### src/rtl/seg_scan_if.sv
// seg_scan_if: load handshake and display outputs of seg_scan_sched.
// The slave modport is the scheduler; the master modport is the producer
// that also watches the display pins.
//
// Handshake: load_data moves from producer to scheduler on a rising clk
// edge where load_valid and load_ready are both high. The producer holds
// load_valid and load_data steady until that edge. load_ready does not
// depend on load_valid in the same cycle.
interface seg_scan_if;
    logic        load_valid;
    logic        load_ready;
    logic [15:0] load_data;
    logic [6:0]  seg;
    logic        dp;
    logic [3:0]  dig;
    logic        frame_done;
    // Debug view of the scan FSM: dbg_drive=1 in DRIVE, dbg_idx = digit index
    logic        dbg_drive;
    logic [1:0]  dbg_idx;

    modport master (
        output load_valid, load_data,
        input  load_ready, seg, dp, dig, frame_done, dbg_drive, dbg_idx
    );

    modport slave (
        input  load_valid, load_data,
        output load_ready, seg, dp, dig, frame_done, dbg_drive, dbg_idx
    );
endinterface

### src/rtl/seg_scan_sched.sv
// seg_scan_sched: four-digit multiplexed 7-segment scan scheduler.
// Each digit gets DEAD all-off cycles followed by DWELL driven cycles.
// New values are double-buffered (pending -> active) and are promoted
// only at a frame boundary, so a frame never shows a mix of two values.
// Optional feature: define SEG_LZB_EN for leading-zero blanking.
//
// With DEAD=0, the post-reset BLANK state still occupies one cycle
// because the outputs are registered and reset to the blank pattern; from
// then on every DRIVE runs straight into the next.
module seg_scan_sched #(
    parameter int DWELL = 1000,
    parameter int DEAD  = 16
) (
    input logic       clk,
    input logic       rst,
    seg_scan_if.slave bus
);

    typedef enum logic {
        BLANK = 1'b0,
        DRIVE = 1'b1
    } state_t;

    localparam int MAXC     = (DWELL > DEAD) ? DWELL : DEAD;
    localparam int CW       = (MAXC > 1) ? $clog2(MAXC) : 1;
    localparam int DEAD_M1  = (DEAD > 0) ? DEAD - 1 : 0;
    localparam int DWELL_M1 = (DWELL > 0) ? DWELL - 1 : 0;
    localparam logic [CW-1:0] DEAD_LAST  = CW'(DEAD_M1);
    localparam logic [CW-1:0] DWELL_LAST = CW'(DWELL_M1);

    state_t        state_q, state_d;
    logic [1:0]    idx_q, idx_d;
    logic [CW-1:0] cnt_q, cnt_d;
    logic [15:0]   active_q, active_d;
    logic [15:0]   pending_q, pending_d;
    logic          pending_full_q, pending_full_d;
    logic [3:0]    dig_q, dig_d;
    logic [6:0]    seg_q, seg_d;
    logic          frame_done_q, frame_done_d;

    logic          last_blank;
    logic          last_drive;
    logic          frame_end;
    logic          xfer;

    // BCD to active-low {a,b,c,d,e,f,g}; non-BCD nibbles are blank
    function automatic logic [6:0] decode(input logic [3:0] n);
        logic [6:0] s;
        case (n)
            4'd0:    s = 7'h01;
            4'd1:    s = 7'h4F;
            4'd2:    s = 7'h12;
            4'd3:    s = 7'h06;
            4'd4:    s = 7'h4C;
            4'd5:    s = 7'h24;
            4'd6:    s = 7'h60;
            4'd7:    s = 7'h0F;
            4'd8:    s = 7'h00;
            4'd9:    s = 7'h0C;
            default: s = 7'h7F;
        endcase
        return s;
    endfunction

    // Segment pattern for digit i of value v (leading zeros optionally blank)
    function automatic logic [6:0] digit_seg(input logic [15:0] v,
                                             input logic [1:0]  i);
        logic [3:0] nib;
        logic [6:0] s;
        nib = v[{i, 2'b00} +: 4];
        s   = decode(nib);
`ifdef SEG_LZB_EN
        begin
            logic lead;
            case (i)
                2'd1:    lead = (v[15:4]  == 12'h000);
                2'd2:    lead = (v[15:8]  == 8'h00);
                2'd3:    lead = (v[15:12] == 4'h0);
                default: lead = 1'b0;
            endcase
            if (lead) s = 7'h7F;
        end
`endif
        return s;
    endfunction

    // State, counter and buffer registers; reset blanks the display at once
    always_ff @(posedge clk or posedge rst) begin
        if (rst) begin
            state_q        <= BLANK;
            idx_q          <= 2'd0;
            cnt_q          <= '0;
            active_q       <= 16'hFFFF;
            pending_q      <= 16'h0000;
            pending_full_q <= 1'b0;
            dig_q          <= 4'b0000;
            seg_q          <= 7'h7F;
            frame_done_q   <= 1'b0;
        end else begin
            state_q        <= state_d;
            idx_q          <= idx_d;
            cnt_q          <= cnt_d;
            active_q       <= active_d;
            pending_q      <= pending_d;
            pending_full_q <= pending_full_d;
            dig_q          <= dig_d;
            seg_q          <= seg_d;
            frame_done_q   <= frame_done_d;
        end
    end

    // Scan FSM next state: BLANK for DEAD cycles, DRIVE for DWELL cycles
    always_comb begin
        state_d    = state_q;
        idx_d      = idx_q;
        cnt_d      = cnt_q + 1'b1;
        last_blank = (state_q == BLANK) && ((DEAD == 0) || (cnt_q == DEAD_LAST));
        last_drive = (state_q == DRIVE) && (cnt_q == DWELL_LAST);
        frame_end  = last_drive && (idx_q == 2'd3);
        case (state_q)
            BLANK: begin
                if (last_blank) begin
                    state_d = DRIVE;
                    cnt_d   = '0;
                end
            end
            DRIVE: begin
                if (last_drive) begin
                    state_d = (DEAD == 0) ? DRIVE : BLANK;
                    idx_d   = idx_q + 2'd1;
                    cnt_d   = '0;
                end
            end
            default: begin
                state_d = BLANK;
                idx_d   = 2'd0;
                cnt_d   = '0;
            end
        endcase
    end

    // Double buffer: promote pending only at the frame boundary edge
    always_comb begin
        active_d       = active_q;
        pending_d      = pending_q;
        pending_full_d = pending_full_q;
        xfer           = bus.load_valid && !pending_full_q;
        if (frame_end && pending_full_q) begin
            active_d       = pending_q;
            pending_full_d = 1'b0;
        end
        if (xfer) begin
            pending_d      = bus.load_data;
            pending_full_d = 1'b1;
        end
    end

    // Display outputs computed from next state so dig/seg/frame_done flop together
    always_comb begin
        dig_d        = 4'b0000;
        seg_d        = 7'h7F;
        frame_done_d = 1'b0;
        if (state_d == DRIVE) begin
            dig_d        = 4'b0001 << idx_d;
            seg_d        = digit_seg(active_d, idx_d);
            frame_done_d = (idx_d == 2'd3) && (cnt_d == DWELL_LAST);
        end
    end

    assign bus.load_ready = !pending_full_q;
    assign bus.seg        = seg_q;
    assign bus.dp         = 1'b1;
    assign bus.dig        = dig_q;
    assign bus.frame_done = frame_done_q;
    assign bus.dbg_drive  = (state_q == DRIVE);
    assign bus.dbg_idx    = idx_q;

endmodule

### src/flat_wrapper.sv
// flat-port wrapper written by rule: the top's interface ports become plain ports
module seg_scan_sched_flat 
#(
    parameter int DWELL = 1000,
    parameter int DEAD  = 16
)
  (clk, rst, bus_load_valid, bus_load_data, bus_load_ready, bus_seg, bus_dp, bus_dig, bus_frame_done, bus_dbg_drive, bus_dbg_idx);
  seg_scan_if bus_i ();
  input logic clk;
  input logic rst;
  input wire logic [$bits(bus_i.load_valid)-1:0] bus_load_valid;
  input wire logic [$bits(bus_i.load_data)-1:0] bus_load_data;
  output wire logic [$bits(bus_i.load_ready)-1:0] bus_load_ready;
  output wire logic [$bits(bus_i.seg)-1:0] bus_seg;
  output wire logic [$bits(bus_i.dp)-1:0] bus_dp;
  output wire logic [$bits(bus_i.dig)-1:0] bus_dig;
  output wire logic [$bits(bus_i.frame_done)-1:0] bus_frame_done;
  output wire logic [$bits(bus_i.dbg_drive)-1:0] bus_dbg_drive;
  output wire logic [$bits(bus_i.dbg_idx)-1:0] bus_dbg_idx;
  assign bus_i.load_valid = bus_load_valid;
  assign bus_i.load_data = bus_load_data;
  assign bus_load_ready = bus_i.load_ready;
  assign bus_seg = bus_i.seg;
  assign bus_dp = bus_i.dp;
  assign bus_dig = bus_i.dig;
  assign bus_frame_done = bus_i.frame_done;
  assign bus_dbg_drive = bus_i.dbg_drive;
  assign bus_dbg_idx = bus_i.dbg_idx;
  seg_scan_sched #(.DWELL(DWELL), .DEAD(DEAD)) u_core (.clk(clk), .rst(rst), .bus(bus_i));
endmodule
### config.mk
export PLATFORM = sky130hd
export DESIGN_NAME = seg_scan_sched_flat
export DESIGN_NICKNAME = d
export VERILOG_FILES = /design/src/rtl/seg_scan_if.sv /design/src/rtl/seg_scan_sched.sv /design/src/flat_wrapper.sv
export SDC_FILE = /design/constraint.sdc
export NUM_CORES = 1
export LEC_CHECK = 0
export BUFFER_PORTS_ARGS = -buffer_cell sky130_fd_sc_hd__buf_2
export CAP_MARGIN = 20
export CORE_ASPECT_RATIO = 1.1
export CORE_MARGIN = 5
export CORE_UTILIZATION = 45
export CTS_CLUSTER_SIZE = 16
export DETAILED_ROUTE_END_ITERATION = 10
export SETUP_SLACK_MARGIN = 0.05
export SLEW_MARGIN = 5
export SYNTH_ARGS = -nofsm -noshare
export SYNTH_HDL_FRONTEND = slang
export SYNTH_SLANG_ARGS = --single-unit
### constraint.sdc
create_clock -name clk -period 3.2 [get_ports clk]
set_clock_uncertainty 0.05 [all_clocks]
set_input_delay 0.48 -clock clk [delete_from_list [all_inputs] [get_ports clk]]
set_output_delay 0.48 -clock clk [all_outputs]
set_load 0.1 [all_outputs]
==> flow_summary.ini <==
[worst_setup_path]
max_stage_delay_ns = 0.36
worstPathArrival_ns = 3.05
crit_required_ns = 3.42
crit_path_cell_trace = ha_1, and2_4, and4b_1, buf_4, mux2i_2, o22ai_4, nor2_4, mux2_4, a32oi_1
crit_path_start_kind = flop
critPathCaptureType = flop
crit_slowest_cell = dfrtp_2
path_class = reg -> reg
cp_max_fo = 17

[detailed_routing]
avgViaCountPerCell = 5.28
wl_per_cell_um = 15.0
dr.first_iter.drc_count = 64
wl_um = 5700
vias = 2007
ant_nets = 0
drc = 0
dr.pass1.iters = 6

[clock_network]
cts-resized-gates = 0
cts-buffers-inserted = 9
hold_buffers = 0
cts_buffer_depth = 2
cts_sinks = 58
cts_tree = done
h-tree-depth = 3
post_cts_buffers = 0
cts.clk_slew.worst_paths_ns = 0.07
cts-root-buf = clkbuf_8
clk_latency_ns = 0.34

[yosys]
syn_nets = 282
yosys-top-cells-count = 35 x dfrtp_1, 25 x mux2_2, 23 x dfstp_2
yosysTopAreaCell = dfrtp_1
async_reset_ff_frac = 1.00
synthesis.area_um2 = 2980
synth.area.top_cells = dfrtp_1 29%, dfstp_2 20%, mux2_2 9.5%
synth.most_common_cell = dfrtp_1
ys_seq_area_frac = 0.497
synth_edf_count = 0
synthFlopType = dfrtp_1
syn_inst = 256
ys_types = 57
ys_warn_count = 0
ys_ff_latch = 58
yosys.area.top_type_share = 0.294
avgSynthCellArea_um2 = 11.6

[placed_design]
dp_hpwl_um = 4110
dp_slack_ns = 0.374
gp_congestion = 0.838
io_buffers = 34

[floorplanning]
die_area_um2 = 8350
num_io_pins = 36
fp.dieW_um = 87.6
fp.dieH_um = 95.3
initial_core_util = 0.457
placementRows = 31
core-area_um2 = 6520

[timing]
finalHoldViolations = 0
max-slew-margin-rel = 0.528
timing.final.crit_share = 0.884
worst_slack_ns = 0.371
worst_slew_pin_slew_ns = 0.708
fin_crit_ns = 2.83
rsz0062_at_grt = no
fin_setup_tns_ns = 0
setup_viol = 0
max_freq_mhz = 353
slew_viol_final = 0

[power_and_ir_drop]
power.density_nw_per_um2 = 484
ir_drop_uv = 296
p_leak_nw = 1.66
combPwrFrac = 0.032
p_sw_frac = 0.199
intPower_mw = 1.34
p_switching_mw = 0.334
seqPwrFrac = 0.463
p_clk_frac = 0.505

[global_route]
grt_usage = 0.157
gr-max-usage-layer = met2
use_met1 = 0.215
antenna_found_initial = 0
grt_use_met2 = 0.230
grt_pass1_wl_um = 10100
overflow = 0
grtUsageMet3 = 0.0475
grt_pass1_vias = 2035
grt_max_degree = 59

[outcome]
status = completed

[layout]
drive_gt1_frac = 0.423
final_nets = 319
diodes = 0
synthToLayoutAreaGrowth_pct = 16.3
fillerInstances = 575
fin_util = 0.531

[run]
maxCapViolations = 0

[min_path]
hp-class = in -> async
==> per-layer routing <==
metal  routed length [um]  up-vias
met5                    0        -
met4                   91        0
met3                  319        8
met2                 2630       45
met1                 2650      978
li1                     -      976
==> metrics by stage <==
stage	hold WS, ns	power, mW	area, um2	cells
after CTS	0.302	1.70	3460	380
after global routing	0.300	1.74	3460	380
final	0.291	1.68	3460	380
after floorplan	0.409	0.820	2980	256
after detailed placement	0.438	0.844	3210	364
after global placement	0.425	0.842	3210	364
==> worst max-delay path: cells and delay by family (launching register included) <==
family / cells / cell delay (ns)
simple gates: 3 / 0.82
buf+inv: 1 / 0.28
compound gates: 2 / 0.29
flops: 1 / 0.36
mux: 2 / 0.66
fa+ha+maj: 1 / 0.29
==> worst paths after layout <==
path	from	endpoint	slack [ns]	depth (start not counted)
min in group clk	bus_load_data[2]	u_core.pending_q[2]	0.31	2
worst max register to register	u_core.bus.dbg_idx[0]	u_core.bus.seg[2]	0.37	9
max in group asynchronous	rst	u_core.bus.dbg_idx[1]	2.31	3
worst max-delay path	u_core.bus.dbg_idx[0]	u_core.bus.seg[2]	0.37	9
worst min-delay path	rst	u_core.cnt_q[3]	0.29	3
worst min register to register	u_core.cnt_q[0]	u_core.cnt_q[0]	0.45	1
==> cells by family after synthesis <==
| kind of cell | after synthesis | synth area share |
|---|---|---|
| xor gates and xnor gates | 9 | 0.0265 |
| AOI/OAI and AO/OA | 39 | 0.0954 |
| DFF | 58 | 0.497 |
| other | 1 | 0.00126 |
| and+or+nand+nor | 69 | 0.127 |
| adders and majority gates | 7 | 0.0294 |
| muxes | 42 | 0.171 |
| buffers and inverters | 31 | 0.0521 |
==> flip-flops by register name (all words and copies together) (netlist names) <==
signal / count
u_core.active_q: 16
u_core.bus.dbg_drive: 1
u_core.bus.dbg_idx: 2
u_core.bus.dig: 4
u_core.bus.frame_done: 1
u_core.bus.seg: 7
u_core.cnt_q: 10
u_core.pending_full_q: 1
u_core.pending_q: 16
==> layout by cell type, fill, tap and decap left out, drive strengths merged, types with 3 or more instances in the layout <==
cell type and n:
buf 41, dfrtp 35, mux2 29, dfstp 23
nor2 20, nand2 17, inv 16, o21ai 12
clkbuf 11, mux2i 10, ha 7, nor3 7
a21oi 7, xor2 5, nand3 4, xnor2 4
a211oi 4, mux4 3, bufinv 3, nand4 3
==> power groups by stage <==
| stage | Combinational, mW | Sequential [mW] | Clock [mW] |
|---|---|---|---|
| 3_5_place_dp | 0.0553 | 0.789 | 0 |
| 5_1_grt | 0.0606 | 0.779 | 0.902 |
| 4_1_cts | 0.0553 | 0.777 | 0.865 |
| 3_3_place_gp | 0.0532 | 0.789 | 0 |
| 2_1_floorplan | 0.0385 | 0.781 | 0 |
| 6_report | 0.0532 | 0.776 | 0.846 |
==> cell type report <==
class                   instances  area, um2  area share
inverters                      16       60.1      0.0173
multi-input cells             167       1340       0.388
clock buffers                  11        151      0.0437
flip-flops and latches         58       1480       0.428
clock inverters                 5        100      0.0289
well taps                      82        103      0.0296
repair buffers                 41        223      0.0643
Power figures use the tool's default switching activity.
